[src/rtl/router_pkt_tx_if.sv]
`default_nettype none
// ============================================================================
// Module   : router_pkt_tx_if
// Brief    : Request, payload and router-side signals of router_pkt_tx.
//            PARITY_CORRUPT_EN adds the corrupt_parity request qualifier.
// Revision : 1.0 - initial release
// ============================================================================
interface router_pkt_tx_if #(
   parameter int LEN_W  = 6,
   parameter int DATA_W = 8
);
   logic              req_valid;
   logic              req_ready;
   logic [1:0]        req_addr;
   logic [LEN_W-1:0]  req_len;
   logic              req_err;
   logic              pl_valid;
   logic              pl_ready;
   logic [DATA_W-1:0] pl_data;
   logic              busy;
   logic              pkt_valid;
   logic [DATA_W-1:0] data_out;
   logic              tx_active;
   logic              tx_done;
`ifdef PARITY_CORRUPT_EN
   logic              corrupt_parity;
`endif

   // master: the packet client and router side; slave: the packet source itself
   modport master (
`ifdef PARITY_CORRUPT_EN
      output corrupt_parity,
`endif
      output req_valid, req_addr, req_len, pl_valid, pl_data, busy,
      input  req_ready, req_err, pl_ready, pkt_valid, data_out, tx_active, tx_done
   );

   modport slave (
`ifdef PARITY_CORRUPT_EN
      input  corrupt_parity,
`endif
      input  req_valid, req_addr, req_len, pl_valid, pl_data, busy,
      output req_ready, req_err, pl_ready, pkt_valid, data_out, tx_active, tx_done
   );
endinterface
`default_nettype wire

[src/rtl/router_pkt_tx.sv]
`default_nettype none
// ============================================================================
// Module   : router_pkt_tx
// Brief    : Store-and-forward packet source for the router input port:
//            header, payload, parity with busy back-pressure.
//            Option macro: PARITY_CORRUPT_EN (deliberately flips parity bit 0).
// Revision : 1.0 - initial release
// ============================================================================
module router_pkt_tx #(
   parameter int LEN_W      = 6,
   parameter int DATA_W     = 8,
   parameter int GAP_CYCLES = 2
) (
   input  wire logic       clock,
   input  wire logic       reset,
   router_pkt_tx_if.slave  bus
);
   localparam int c_DEPTH = (2 ** LEN_W) - 1;
   localparam int c_GAP_W = $clog2(GAP_CYCLES + 1);

   localparam logic [2:0] c_S_IDLE    = 3'd0;
   localparam logic [2:0] c_S_LOAD    = 3'd1;
   localparam logic [2:0] c_S_HEADER  = 3'd2;
   localparam logic [2:0] c_S_PAYLOAD = 3'd3;
   localparam logic [2:0] c_S_PARITY  = 3'd4;
   localparam logic [2:0] c_S_GAP     = 3'd5;

   logic [2:0]         r_state;
   logic [2:0]         w_state_nxt;
   logic [LEN_W-1:0]   r_len;
   logic [LEN_W-1:0]   r_cnt;
   logic [DATA_W-1:0]  r_header;
   logic [DATA_W-1:0]  r_parity;
   logic [DATA_W-1:0]  r_data_out;
   logic               r_pkt_valid;
   logic               r_req_err;
   logic               r_tx_done;
   logic [c_GAP_W-1:0] r_gap_cnt;
   logic [DATA_W-1:0]  r_buf [0:c_DEPTH-1];

   logic               w_accept;
   logic               w_bad;
   logic               w_pl_fire;
   logic               w_consume;
   logic               w_last;
   logic               w_gap_done;
   logic [DATA_W-1:0]  w_header;
   logic [DATA_W-1:0]  w_corrupt_mask;
   logic               w_req_ready;
   logic               w_pl_ready;
   logic               w_tx_active;

   assign w_accept   = bus.req_valid && (r_state == c_S_IDLE);
   assign w_bad      = (bus.req_addr == 2'd3) || (bus.req_len == '0);
   assign w_pl_fire  = bus.pl_valid && (r_state == c_S_LOAD);
   assign w_consume  = !bus.busy;
   assign w_last     = (r_cnt == (r_len - LEN_W'(1)));
   assign w_gap_done = (r_gap_cnt == c_GAP_W'(GAP_CYCLES - 1));
   assign w_header   = DATA_W'({bus.req_len, bus.req_addr});

`ifdef PARITY_CORRUPT_EN
   // Folding the flip into the parity seed leaves the payload XOR untouched
   assign w_corrupt_mask = {{(DATA_W-1){1'b0}}, bus.corrupt_parity};
`else
   assign w_corrupt_mask = '0;
`endif

   always_ff @(posedge clock or posedge reset) begin
      if (reset) r_state <= c_S_IDLE;
      else       r_state <= w_state_nxt;
   end

   always_comb begin
      w_state_nxt = r_state;
      case (r_state)
         c_S_IDLE:    if (w_accept && !w_bad)    w_state_nxt = c_S_LOAD;
         c_S_LOAD:    if (w_pl_fire && w_last)   w_state_nxt = c_S_HEADER;
         c_S_HEADER:  if (w_consume)             w_state_nxt = c_S_PAYLOAD;
         c_S_PAYLOAD: if (w_consume && w_last)   w_state_nxt = c_S_PARITY;
         c_S_PARITY:  if (w_consume)             w_state_nxt = c_S_GAP;
         c_S_GAP:     if (w_gap_done)            w_state_nxt = c_S_IDLE;
         default:                                w_state_nxt = c_S_IDLE;
      endcase
   end

   always_comb begin
      w_req_ready = 1'b0;
      w_pl_ready  = 1'b0;
      w_tx_active = 1'b1;
      case (r_state)
         c_S_IDLE: begin
            w_req_ready = 1'b1;
            w_tx_active = 1'b0;
         end
         c_S_LOAD: w_pl_ready = 1'b1;
         default: ;
      endcase
   end

   always_ff @(posedge clock or posedge reset) begin
      if (reset) begin
         r_len       <= '0;
         r_cnt       <= '0;
         r_header    <= '0;
         r_parity    <= '0;
         r_data_out  <= '0;
         r_pkt_valid <= 1'b0;
         r_req_err   <= 1'b0;
         r_tx_done   <= 1'b0;
         r_gap_cnt   <= '0;
      end else begin
         r_req_err <= w_accept && w_bad;
         r_tx_done <= 1'b0;
         case (r_state)
            c_S_IDLE: begin
               if (w_accept && !w_bad) begin
                  r_len    <= bus.req_len;
                  r_header <= w_header;
                  r_parity <= w_header ^ w_corrupt_mask;
                  r_cnt    <= '0;
               end
            end
            c_S_LOAD: begin
               if (w_pl_fire) begin
                  r_parity <= r_parity ^ bus.pl_data;
                  if (w_last) begin
                     r_cnt       <= '0;
                     r_data_out  <= r_header;
                     r_pkt_valid <= 1'b1;
                  end else begin
                     r_cnt <= r_cnt + LEN_W'(1);
                  end
               end
            end
            c_S_HEADER: begin
               if (w_consume) begin
                  r_data_out <= r_buf[0];
                  r_cnt      <= '0;
               end
            end
            c_S_PAYLOAD: begin
               if (w_consume) begin
                  if (w_last) begin
                     r_data_out  <= r_parity;
                     r_pkt_valid <= 1'b0;
                  end else begin
                     r_cnt      <= r_cnt + LEN_W'(1);
                     r_data_out <= r_buf[r_cnt + LEN_W'(1)];
                  end
               end
            end
            c_S_PARITY: begin
               if (w_consume) begin
                  r_tx_done  <= 1'b1;
                  r_data_out <= '0;
                  r_gap_cnt  <= '0;
               end
            end
            c_S_GAP: r_gap_cnt <= r_gap_cnt + c_GAP_W'(1);
            default: ;
         endcase
      end
   end

   // Payload storage needs no reset; contents are always written before being read
   always_ff @(posedge clock) begin
      if (w_pl_fire) r_buf[r_cnt] <= bus.pl_data;
   end

   assign bus.req_ready = w_req_ready;
   assign bus.pl_ready  = w_pl_ready;
   assign bus.tx_active = w_tx_active;
   assign bus.req_err   = r_req_err;
   assign bus.tx_done   = r_tx_done;
   assign bus.pkt_valid = r_pkt_valid;
   assign bus.data_out  = r_data_out;
endmodule
`default_nettype wire
[src/flat_wrapper.sv]
// flat-port wrapper written by rule: the top's interface ports become plain ports
module router_pkt_tx_flat 
#(
   parameter int LEN_W      = 6,
   parameter int DATA_W     = 8,
   parameter int GAP_CYCLES = 2
)
  (clock, reset, bus_req_valid, bus_req_addr, bus_req_len, bus_pl_valid, bus_pl_data, bus_busy, bus_req_ready, bus_req_err, bus_pl_ready, bus_pkt_valid, bus_data_out, bus_tx_active, bus_tx_done);
  router_pkt_tx_if #(.LEN_W(LEN_W), .DATA_W(DATA_W)) bus_i ();
  input  wire logic clock;
  input  wire logic reset;
  input wire logic [$bits(bus_i.req_valid)-1:0] bus_req_valid;
  input wire logic [$bits(bus_i.req_addr)-1:0] bus_req_addr;
  input wire logic [$bits(bus_i.req_len)-1:0] bus_req_len;
  input wire logic [$bits(bus_i.pl_valid)-1:0] bus_pl_valid;
  input wire logic [$bits(bus_i.pl_data)-1:0] bus_pl_data;
  input wire logic [$bits(bus_i.busy)-1:0] bus_busy;
  output wire logic [$bits(bus_i.req_ready)-1:0] bus_req_ready;
  output wire logic [$bits(bus_i.req_err)-1:0] bus_req_err;
  output wire logic [$bits(bus_i.pl_ready)-1:0] bus_pl_ready;
  output wire logic [$bits(bus_i.pkt_valid)-1:0] bus_pkt_valid;
  output wire logic [$bits(bus_i.data_out)-1:0] bus_data_out;
  output wire logic [$bits(bus_i.tx_active)-1:0] bus_tx_active;
  output wire logic [$bits(bus_i.tx_done)-1:0] bus_tx_done;
  assign bus_i.req_valid = bus_req_valid;
  assign bus_i.req_addr = bus_req_addr;
  assign bus_i.req_len = bus_req_len;
  assign bus_i.pl_valid = bus_pl_valid;
  assign bus_i.pl_data = bus_pl_data;
  assign bus_i.busy = bus_busy;
  assign bus_req_ready = bus_i.req_ready;
  assign bus_req_err = bus_i.req_err;
  assign bus_pl_ready = bus_i.pl_ready;
  assign bus_pkt_valid = bus_i.pkt_valid;
  assign bus_data_out = bus_i.data_out;
  assign bus_tx_active = bus_i.tx_active;
  assign bus_tx_done = bus_i.tx_done;
  router_pkt_tx #(.LEN_W(LEN_W), .DATA_W(DATA_W), .GAP_CYCLES(GAP_CYCLES)) u_core (.clock(clock), .reset(reset), .bus(bus_i));
endmodule
[config.mk]
export PLATFORM = sky130hd
export DESIGN_NAME = router_pkt_tx_flat
export DESIGN_NICKNAME = d
export VERILOG_FILES = /design/src/rtl/router_pkt_tx_if.sv /design/src/rtl/router_pkt_tx.sv /design/src/flat_wrapper.sv
export SDC_FILE = /design/constraint.sdc
export NUM_CORES = 1
export LEC_CHECK = 0
export ABC_AREA = 0
export CAP_MARGIN = 30
export CELL_PAD_IN_SITES_DETAIL_PLACEMENT = 1
export CELL_PAD_IN_SITES_GLOBAL_PLACEMENT = 2
export CORE_ASPECT_RATIO = 2
export CORE_UTILIZATION = 30
export DETAILED_ROUTE_END_ITERATION = 12
export MAX_ROUTING_LAYER = met4
export PLACE_DENSITY_LB_ADDON = 0.1
export RECOVER_POWER = 25
export SETUP_SLACK_MARGIN = 0.2
export SLEW_MARGIN = 0
export SYNTH_ARGS = -nofsm -noshare
export SYNTH_HDL_FRONTEND = slang
export SYNTH_SLANG_ARGS = --single-unit
[constraint.sdc]
create_clock -name clock -period 6.45 [get_ports clock]
set_input_delay 0.645 -clock clock [delete_from_list [all_inputs] [get_ports clock]]
set_output_delay 0.645 -clock clock [all_outputs]
set_load 0.01 [all_outputs]
==> results of run 1 <==
[report_power, final]
group / internal [mW] / switching [mW] / leakage, nW
Combinational: 1.43 / 1.94 / 2.43
Sequential: 3.97 / 0.276 / 4.99
Clock: 1.58 / 1.35 / 0.758
[flip-flops by register name, indices dropped and copies added, names as in the netlist]
| name | count |
|---|---|
| u_core.r_buf | 504 |
| u_core.bus.data_out | 8 |
| u_core.r_parity | 8 |
| u_core.r_header | 7 |
| u_core.r_cnt | 6 |
| u_core.r_state | 3 |
| u_core.r_gap_cnt | 2 |
| u_core.bus.pkt_valid | 1 |
| u_core.bus.req_err | 1 |
| u_core.bus.tx_done | 1 |
| u_core.r_len | 1 |
[cell usage after synthesis (20+ instances only)]
cell | n | area, um2
sky130_fd_sc_hd__edfxtp_1 | 504 | 15100
sky130_fd_sc_hd__buf_2 | 29 | 145
sky130_fd_sc_hd__o21ai_0 | 27 | 135
sky130_fd_sc_hd__mux2i_1 | 73 | 731
sky130_fd_sc_hd__a21oi_1 | 29 | 145
sky130_fd_sc_hd__nor2_1 | 99 | 372
sky130_fd_sc_hd__dfrtp_1 | 38 | 951
sky130_fd_sc_hd__mux2_2 | 25 | 282
sky130_fd_sc_hd__o22ai_1 | 26 | 163
sky130_fd_sc_hd__nand2_1 | 27 | 101
sky130_fd_sc_hd__mux4_2 | 104 | 2340
sky130_fd_sc_hd__nor3b_1 | 33 | 248
sky130_fd_sc_hd__nor3_1 | 28 | 140
sky130_fd_sc_hd__clkbuf_1 | 20 | 75.1
[layout by cell type, fill, tap and decap left out, types with 26 or more instances in the layout]
master / instances
sky130_fd_sc_hd__mux4_2: 104
sky130_fd_sc_hd__nor2_1: 99
sky130_fd_sc_hd__edfxtp_1: 504
sky130_fd_sc_hd__a21oi_1: 29
sky130_fd_sc_hd__clkbuf_16: 53
sky130_fd_sc_hd__mux2i_1: 73
sky130_fd_sc_hd__buf_4: 31
sky130_fd_sc_hd__nor3b_1: 33
sky130_fd_sc_hd__o21ai_0: 27
sky130_fd_sc_hd__nor3_1: 27
sky130_fd_sc_hd__dfrtp_1: 37
sky130_fd_sc_hd__o22ai_1: 26
sky130_fd_sc_hd__nand2_1: 27
[metrics by stage]
stage	util [%]	worst slack, ns
2_1_floorplan	-	3.53
3_3_place_gp	32.2	1.88
3_5_place_dp	32.4	1.86
4_1_cts	34.5	1.84
5_1_grt	34.5	1.75
6_report	34.5	1.96
[routing by layer]
metal  track usage, %  vias up
met3             1.62       73
met1             18.3     6411
li1                 -     5275
met2             36.2      161
met4             4.76        0
met5                -        -
[worst min path at each step]
stage / from / to / slack, ns / cells after the start
2_1_floorplan: u_core.r_gap_cnt[1] / u_core.r_gap_cnt[1] / 0.45 / 2
3_3_place_gp: u_core.r_gap_cnt[1] / u_core.r_gap_cnt[1] / 0.46 / 2
3_5_place_dp: u_core.r_gap_cnt[1] / u_core.r_gap_cnt[1] / 0.48 / 2
4_1_cts: bus_pl_data[1] / u_core.r_buf[40][1] / 0.47 / 1
5_1_grt: u_core.r_gap_cnt[0] / u_core.r_gap_cnt[0] / 0.54 / 1
6_report: u_core.r_gap_cnt[1] / u_core.r_gap_cnt[1] / 0.49 / 2
[logic make-up after synthesis]
kind of cell               count (synthesis)  share of synthesized area (%)
xor gates and xnor gates                   9                          0.383
buffers and inverters                     98                           2.08
DFF                                      542                           71.3
adders and majority gates                  3                          0.166
muxes                                    202                           14.9
and+or+nand+nor                          271                           6.37
AOI/OAI and AO/OA                        153                           4.78
[cell type report]
class | instances | share of cell area (%)
clock inverter | 29 | 0.788
multi-input combinational | 638 | 23.6
tap | 929 | 4.55
timing repair buffer | 79 | 2.57
inverter | 18 | 0.264
sequential | 542 | 62.9
clock buffer | 63 | 5.34
[worst min-delay path, cell delays in order (launching register included)]
cell and delay [ns]:
sky130_fd_sc_hd__dfrtp_1 0.35, sky130_fd_sc_hd__nand2_1 0.05, sky130_fd_sc_hd__o21ai_0 0.06
==> metrics.log, run 1 <==
INFO  metric drt-met1-wl = roughly 24 mm
INFO  metric avgViaCountPerCell = 5.19
INFO  metric first_global_vias = 13000
INFO  metric rr_startpoint = u_core.r_cnt[0]
INFO  metric cts_tree = done
INFO  metric routed_wl = 66.2 mm
INFO  metric syn-num-nets = ~1300
INFO  metric timing.critical_path.cells = ha_4 > buf_12 > mux4_2 > mux2i_1 > o22ai_1 > or4_1 > a221o_1
INFO  metric regToRegEndpoint = u_core.bus.data_out[0]
INFO  metric fin_skew = 0.0226 ns
INFO  metric die-area = 76300 um2
INFO  metric detailed_place.area = 24000 um2
INFO  metric cp.buffers_inverters = 1
INFO  metric critical_path.slowest_cell = sky130_fd_sc_hd__dfrtp_4
INFO  metric drt-pass1-iter-count = 5
INFO  metric setup_viol = 0
INFO  metric sequential_cell_area = around 16000 um2
INFO  metric worst-path-stages = 7
INFO  metric count_of_clock_tree_sinks = 542
INFO  metric floorplan.die.height = about 390 um
INFO  metric worst_path_dominant_cell_family = multiplexers
INFO  metric synth_edf_count = roughly 500
INFO  metric wl_per_cell = 28.8 um
INFO  metric drv.max_cap_violation_count = 4
INFO  metric synthArstFlopShare = 7.01%
INFO  metric slew_violations = 170
INFO  metric grt_max_degree = between 100 and 150
INFO  metric post_cts_buffers = 0
INFO  metric fin_setup_tns = 0 ns
INFO  metric hp-class = flip-flop to flip-flop
INFO  metric track_usage = 18.1%
INFO  metric fp.coreArea = 74100 um2
INFO  metric top_signal_layer_used = met4
INFO  metric place_congestion = 0.778
INFO  metric syn-instance-count = 1278
INFO  metric final.hold.worst_slack = 0.491 ns
INFO  metric power.total = 10.5 mW
INFO  metric synth_top_flop_cell = sky130_fd_sc_hd__edfxtp_1
INFO  metric post_route_ant_nets = 0
INFO  metric finalNonFillerCells = 2298
INFO  metric worst_slew_pin_slew = 3.24 ns
INFO  metric power-per-cell-area = 413 nW/um2
INFO  metric vias = 11900
INFO  metric htreeDepth = 2
INFO  metric die_width = 196 um
INFO  metric floorplan.initialDensity = 30.4%
INFO  metric final_design_area_no_fill = 25600 um2
INFO  metric yosys_warnings = 0
INFO  metric worst-setup-path-type = flip-flop to flip-flop
INFO  metric met3WireLength = 1.40 mm
INFO  metric rows = around 140
INFO  metric worstSetupStartpoint = u_core.r_cnt[0]
INFO  metric cp_data_arrival_time = around 5.0 ns
INFO  metric worst-path-max-fanout = 44
INFO  metric cp-end-kind = flip-flop
INFO  metric met2_length = 39.3 mm
INFO  metric nNetsFinal = 1354
INFO  metric post_synth_num_cell_types = 62
INFO  metric cts_max_path_buffers = 3
INFO  metric cp_slowest_stage_delay = 0.98 ns
INFO  metric dp_hpwl = roughly 45 mm
INFO  metric mean_post_synth_cell_area = 17.6 um2
INFO  metric final_layout_size_suffix_gt1_share = 18.6%
INFO  metric final.min_clock_period = around 4.5 ns
INFO  metric result_of_the_run = complete, but fails checks
INFO  metric cp-endpoint = u_core.bus.data_out[0]
INFO  metric tritoncts.num_buffers = 51
INFO  metric timing.fmax = 223 MHz
INFO  metric peakVddDrop = ~0.23 mV
INFO  metric grt_pass1_wl = 96.1 mm
INFO  metric leakage = 8.17 nW
INFO  metric num_antenna_cells = 0
INFO  metric final_hold_viol_count = 0
INFO  metric clk-insertion-delay-late = approximately 0.6 ns
INFO  metric cts-hold-fix-buffers = 0
INFO  metric fillCellCount = 7421
INFO  metric io_buffer_count = 34
INFO  metric seq_area_frac_synth = between 70% and 80%
INFO  metric max_slew_margin = -116%
INFO  metric grt_overflow = 0
INFO  metric place.detailed.instances = about 2200
INFO  metric ys_ff_latch = approximately 540
INFO  metric post_cts_resized = 0
INFO  metric failing_checks = capacitance limit, slew limit
INFO  metric worst_r2r_path_depth = 7
INFO  metric finalCritPeriodShare = 69.6%
INFO  metric root_buffer = sky130_fd_sc_hd__clkbuf_16
INFO  metric area_delta_synth_final = 13.4%
INFO  metric worst-endpoint-required = 6.93 ns
INFO  metric startpoint_type = flip-flop
INFO  metric multi_input_gate_area = 6020 um2
INFO  metric detail_route.drc_violations = 0
INFO  metric path_clk_slew = 0.07 ns
INFO  metric timing.reg2reg.setup_slack = 1.96 ns
INFO  metric antenna_found_initial = 0
INFO  metric num_io_pins = 35
INFO  metric drt-initial-drc-count = 620
INFO  metric synth_area = 22500 um2
INFO  metric setup_repair_after_global_routing_missed_its_margin = false
(Power assumes the default switching activity.)
==> inputs of run 2 (changes only) <==
==> constraint.sdc (replaced) <==
create_clock -name clock -period 4.34 [get_ports clock]
set_input_delay 0.434 -clock clock [delete_from_list [all_inputs] [get_ports clock]]
set_output_delay 0.434 -clock clock [all_outputs]
set_load 0.01 [all_outputs]
==> run 2 against run 1 <==
The run still ends with capacitance limit, slew limit left. Die area stayed put. Wire length is 0.89% higher. Worst hold slack worse by 0.31 ns. Clock power is 58% higher. Via count is 2.2% higher. Setup slack worse by 1.6 ns. Critical path type unchanged. Largest cell class unchanged.
==> metrics.log, run 2 (synthesis results as in run 1) <==
INFO  metric final.hold.worst_slack = 0.185 ns (-0.306 ns)
INFO  metric final_layout_size_suffix_gt1_share = 22.9% (+4.3 points)
INFO  metric floorplan.die.height = 390 um (unchanged)
INFO  metric max_slew_margin = -150% (-34 points)
INFO  metric die_width = 196 um (unchanged)
INFO  metric startpoint_type = flip-flop
INFO  metric worstHoldPathCells = 1 (-1)
INFO  metric antenna_found_initial = 1 (+1)
INFO  metric p_comb_share = 33.4% (+1.4 points)
INFO  metric post_cts_resized = 0 (unchanged)
INFO  metric power-per-cell-area = 617 nW/um2 (+50%)
INFO  metric power.sequential.fraction = 38.1% (-2.2 points)
INFO  metric io_buffer_count = 34 (unchanged)
INFO  metric finalCritPeriodShare = 91.1% (+21 points)
INFO  metric final_hold_viol_count = 0 (unchanged)
INFO  metric setup_viol = 0 (unchanged)
INFO  metric first_global_vias = 13400 (+2.8%)
INFO  metric worst-endpoint-required = 4.81 ns (-2.12 ns)
INFO  metric dp_hpwl = 45.0 mm (+0.52%)
INFO  metric worst-setup-path-type = flip-flop to flip-flop
INFO  metric track_usage = 18.3% (+0.24 points)
INFO  metric root_buffer = sky130_fd_sc_hd__clkbuf_16
INFO  metric tritoncts.num_buffers = 50 (-2.0%)
INFO  metric floorplan.initialDensity = 30.4% (unchanged)
INFO  metric layout.cells.most_common = sky130_fd_sc_hd__edfxtp_1
INFO  metric htreeDepth = 2 (unchanged)
INFO  metric worst_r2r_path_depth = 8 (+1)
INFO  metric cp-end-kind = flip-flop
INFO  metric peakVddDrop = 0.444 mV (+94%)
INFO  metric top_register = u_core.r_buf
INFO  metric drv.max_cap_violation_count = 7 (+3)
INFO  metric drt-pass1-iter-count = 5 (unchanged)
INFO  metric fin_setup_tns = 0 ns (unchanged)
INFO  metric fin_skew = 0.0192 ns (-0.00344 ns)
INFO  metric avgViaCountPerCell = 5.15 (-0.77%)
INFO  metric setup_repair_after_global_routing_missed_its_margin = false
INFO  metric path_clk_slew = 0.07 ns (about the same)
INFO  metric internal = 10.9 mW (+56%)
INFO  metric net-switching-power = 5.32 mW (+49%)
INFO  metric nNetsFinal = 1423 (+5.1%)
INFO  metric area_delta_synth_final = 16.4%
INFO  metric post-place-ws = 0.397 ns (-1.46 ns)
INFO  metric fp.coreArea = 74100 um2 (unchanged)
INFO  metric worst_min_path_start = bus_pl_data[1]
INFO  metric worst_slew_pin_slew = 3.75 ns (+0.506 ns)
INFO  metric cp_data_arrival_time = 4.42 ns (-0.55 ns)
INFO  metric drt-initial-drc-count = 637 (+2.7%)
INFO  metric commonest_cells_after_routing_fill_and_taps_aside = sky130_fd_sc_hd__edfxtp_1, sky130_fd_sc_hd__mux4_2, sky130_fd_sc_hd__nor2_1, sky130_fd_sc_hd__buf_4, sky130_fd_sc_hd__mux2i_1
INFO  metric detail_route.drc_violations = 0 (unchanged)
INFO  metric cts_tree = done
INFO  metric cts_max_path_buffers = 3 (unchanged)
INFO  metric leakage = 8.62 nW (+5.5%)
INFO  metric slew_violations = 426 (+150%)
INFO  metric result_of_the_run = complete, but fails checks
INFO  metric power.clock.fraction = 28.5% (+0.7 points)
INFO  metric count_of_clock_tree_sinks = 542 (unchanged)
INFO  metric grt_max_degree = 135 (+5.5%)
INFO  metric wl_per_cell = 28.2 um (-2.1%)
INFO  metric clk-insertion-delay-late = 0.60 ns (about the same)
INFO  metric cts-hold-fix-buffers = 0 (unchanged)
INFO  metric timing.fmax = 253 MHz (+14%)
INFO  metric post_cts_buffers = 0 (unchanged)
INFO  metric rows = 141 (unchanged)
INFO  metric num_io_pins = 35 (unchanged)
INFO  metric post_route_ant_nets = 0 (unchanged)
INFO  metric failing_checks = capacitance limit, slew limit
INFO  metric place_congestion = 0.797 (+2.5%)
INFO  metric grt_overflow = 0 (unchanged)
INFO  metric worstSetupStartpoint = u_core.r_cnt[1]
INFO  metric final_critical_path_setup_slack = 0.388 ns (-1.57 ns)
INFO  metric die-area = 76300 um2 (unchanged)
INFO  metric largest_register_ff_count = 504 (unchanged)
INFO  metric hp-class = input port to flip-flop
INFO  metric routed_wl = 66.8 mm (+0.89%)
INFO  metric grt_pass1_wl = 97.2 mm (+1.1%)
INFO  metric vias = 12200 (+2.2%)
INFO  metric final.min_clock_period = 3.95 ns (-0.535 ns)
INFO  metric rr_startpoint = u_core.r_cnt[1]
INFO  metric power.share.switching = 32.9% (-0.92 points)
INFO  metric worst-path-max-fanout = 48 (+9.1%)
-- run 2: cell count changes in the layout (fill, tap and decap cells not counted), sizes merged --
cell / delta
inv: +1
bufinv: +5
clkinvlp: -2
buf: +72
clkbuf: +1
diode: +1
clkinv: -8
-- run 2: area by class of cell --
type / instances / area (um2)
fill: 7374 / 47800
timing repair buffer: 149 / 1240
clock buffer: 66 / 1360
antenna: 1 / 2.50
clock inverter: 25 / 314
tap: 929 / 1160
multi-input combinational: 638 / 6020
sequential: 542 / 16100
inverter: 18 / 67.6
-- run 2: worst max-delay path, stage by stage (launching register included) --
cell and delay (ns):
sky130_fd_sc_hd__dfrtp_1 0.58, sky130_fd_sc_hd__ha_4 0.32, sky130_fd_sc_hd__xnor2_4 0.68, sky130_fd_sc_hd__buf_12 0.37
sky130_fd_sc_hd__mux4_2 0.39, sky130_fd_sc_hd__mux2i_1 0.33, sky130_fd_sc_hd__o32ai_1 0.19, sky130_fd_sc_hd__or4_1 0.55
sky130_fd_sc_hd__a221o_1 0.31
-- run 2: power groups by stage --
stage,registers [mW],logic (mW),clock network (mW)
CTS,6.17,5.58,4.77
global placement,6.28,5.52,0
global route,6.21,5.81,4.90
floorplan,6.13,3.58,0
detailed placement,6.28,5.57,0
finish,6.18,5.40,4.62
-- run 2: final timing paths --
kind	endpoint	slack (ns)
max in group asynchronous	u_core.r_header[0]	2.98
worst min-delay path	u_core.r_buf[42][1]	0.19
worst max register to register	u_core.bus.data_out[4]	0.39
worst min register to register	u_core.r_gap_cnt[1]	0.48
worst max-delay path	u_core.bus.data_out[4]	0.39
min in group asynchronous	u_core.r_parity[3]	0.34
-- run 2: stage by stage --
stage | power [mW] | instance area (um2) | cells | util [%]
2_1_floorplan | 9.71 | 22500 | 1278 | -
3_3_place_gp | 11.8 | 24600 | 2275 | 33.2
3_5_place_dp | 11.8 | 24600 | 2276 | 33.2
4_1_cts | 16.5 | 26300 | 2367 | 35.5
5_1_grt | 16.9 | 26300 | 2368 | 35.4
6_report | 16.2 | 26300 | 2368 | 35.4
-- run 2: metal layers --
layer | up-vias | routed length [um] | track usage [%]
met3 | 96 | 1460 | 1.64
met1 | 6498 | 24300 | 18.7
li1 | 5421 | - | -
met2 | 173 | 38200 | 35.3
met4 | 0 | 2830 | 7.49
met5 | - | 0 | -
==> RTL change: new RTL, settings of run 2 <==
`DATA_W` is set to 8 in 3 places; all go to 9.
--- a/src/rtl/router_pkt_tx_if.sv
+++ b/src/rtl/router_pkt_tx_if.sv
@@ -7,7 +7,7 @@
 // ============================================================================
 interface router_pkt_tx_if #(
    parameter int LEN_W  = 6,
-   parameter int DATA_W = 8
+   parameter int DATA_W = 9
 );
    logic              req_valid;
    logic              req_ready;
--- a/src/rtl/router_pkt_tx.sv
+++ b/src/rtl/router_pkt_tx.sv
@@ -8,7 +8,7 @@
 // ============================================================================
 module router_pkt_tx #(
    parameter int LEN_W      = 6,
-   parameter int DATA_W     = 8,
+   parameter int DATA_W     = 9,
    parameter int GAP_CYCLES = 2
 ) (
    input  wire logic       clock,
--- a/src/flat_wrapper.sv
+++ b/src/flat_wrapper.sv
@@ -2,7 +2,7 @@
 module router_pkt_tx_flat 
 #(
    parameter int LEN_W      = 6,
-   parameter int DATA_W     = 8,
+   parameter int DATA_W     = 9,
    parameter int GAP_CYCLES = 2
 )
   (clock, reset, bus_req_valid, bus_req_addr, bus_req_len, bus_pl_valid, bus_pl_data, bus_busy, bus_req_ready, bus_req_err, bus_pl_ready, bus_pkt_valid, bus_data_out, bus_tx_active, bus_tx_done);
Ports: changed (resized bus_data_out and bus_pl_data); port bits go from 35 to 37. No check against the original RTL was run, so the function may have changed too.
==> RTL change against run 2 <==
The run still ends with capacitance limit, slew limit left. Clock skew is 4.1 ps lower. Sequential cell count is 65 higher. Synthesized cell count is 9.5% higher. Count of clock-buffer cells in the layout is 1 lower. Setup slack better by 310 ps. Utilization is 0.14 points higher. Synthesized area is 9.4% higher. Design area is 10% higher. Global-route usage is 1.8 points higher. Power is 9.6% higher. Wire length is 20% higher. Fmax is 8.5% higher. Largest cell class unchanged. Largest power group unchanged. Highest routed layer unchanged.
==> RTL change: results (changes against run 2) <==
- Clk Latency, worst-skew pair: 620 ps (+20 ps)
- Num CTS Buffers: 55 (+10%)
- Final wirelength: 80300 um (+20%)
- Initial DRC count: 790 (+24%)
- Post-synthesis sequential area ratio: 73.1% (+1.7 points)
- Worst hold endpoint: u_core.r_buf[20][7]$_DFFE_PP_
- EDFF count, synth: 567 (+13%)
- Vias in the first global route: 14600 (+9.1%)
- Status: finished with violations
- Ranking of synthesized cells by area: edfxtp_1, mux4_2, dfrtp_1
- Port bufs: 36 (+5.9%)
- Max IR drop VDD: 0.000351 V (-21%)
- GPL Wtd Cong: 0.790 (-0.85%)
- Arr. time, crit path: 4140 ps (-280 ps)
- Max-slew violations: 337 (-21%)
- Share of cells above drive strength 1: 24.2% (+1.3 points)
- Routed vias: 13400 (+9.6%)
- Failing checks: capacitance limit, slew limit
- DR pass1 iterations: 4 (-1)
- Number of max-cap violations: 7 (unchanged)
- Crit-path max FO: 14 (-71%)
- Initial antenna violation count: 2 (+1)
- Inst Count DP: 2530 (+11%)
- Largest register FFs: 567 (+13%)
- Non-Filler Instances: 2636 (+11%)
-- RTL change: where the power goes --
group / total, mW / internal (mW) / switching (mW)
logic: 5.65 / 2.46 / 3.19
clock network: 5.24 / 2.95 / 2.29
registers: 6.86 / 6.59 / 0.264
total: 17.7 / 12.0 / 5.74
-- RTL change: kinds of logic after synthesis --
| family | count (synthesis) | synth area share [%] |
|---|---|---|
| compound gates | 177 | 4.54 |
| xor+xnor | 15 | 0.533 |
| fa+ha+maj | 3 | 0.152 |
| buf+inv | 86 | 1.49 |
| flops | 607 | 73.1 |
| mux | 192 | 14.2 |
| simple gates | 320 | 5.99 |
-- RTL change: metrics by stage --
step                      instance area, um^2  setup WS [ps]  utilization [%]
after floorplan                         24700           1330                -
after global placement                  27000            560             33.2
after detailed placement                27000            614             33.3
after CTS                               28900            589             35.6
after global routing                    28900            522             35.6
final                                   28900            696             35.6
-- RTL change: worst register-to-register path, cell delays in order, from the launching register on --
cell and delay (ps):
dfrtp_1 620, ha_4 280, xor2_4 680, buf_4 400
mux4_2 330, o21ai_0 540, a31oi_1 340, a221o_1 350
-- RTL change: cell type report --
class                           instances  area share (%)
Antenna cell                            1         0.00865
Clock buffer                           65            5.04
Clock inverter                         39            1.53
Inverter                                7          0.0909
Multi-Input combinational cell        707            22.0
Sequential cell                       607            62.4
Tap cell                             1050            4.54
Timing Repair Buffer                  160            4.48
-- RTL change: worst max-delay path by stage --
stage | startpoint | endpoint | slack [ps] | depth (start not counted)
detailed placement | u_core.r_cnt[1]$_DFFE_PP0P_ | u_core.bus.data_out[6]$_DFFE_PP0P_ | 610 | 7
global placement | u_core.r_cnt[1]$_DFFE_PP0P_ | u_core.bus.data_out[7]$_DFFE_PP0P_ | 560 | 7
floorplan | u_core.r_cnt[0]$_DFFE_PP0P_ | u_core.r_buf[57][0]$_DFFE_PP_ | 1330 | 9
CTS | u_core.r_cnt[1]$_DFFE_PP0P_ | u_core.bus.data_out[6]$_DFFE_PP0P_ | 590 | 7
global route | u_core.r_cnt[1]$_DFFE_PP0P_ | u_core.bus.data_out[6]$_DFFE_PP0P_ | 520 | 9
finish | u_core.r_cnt[1]$_DFFE_PP0P_ | u_core.bus.data_out[6]$_DFFE_PP0P_ | 700 | 7
-- RTL change: routing by layer --
metal  up-vias  wire [um]  share of wire, %  global-route usage, %
li1       5847          -                 -                      -
met1      7204      29300                37                   21.0
met2       200      46900                58                   38.9
met3       106       1560               1.9                   1.68
met4         0       2530               3.2                   6.29
met5         -          0                 0                      -
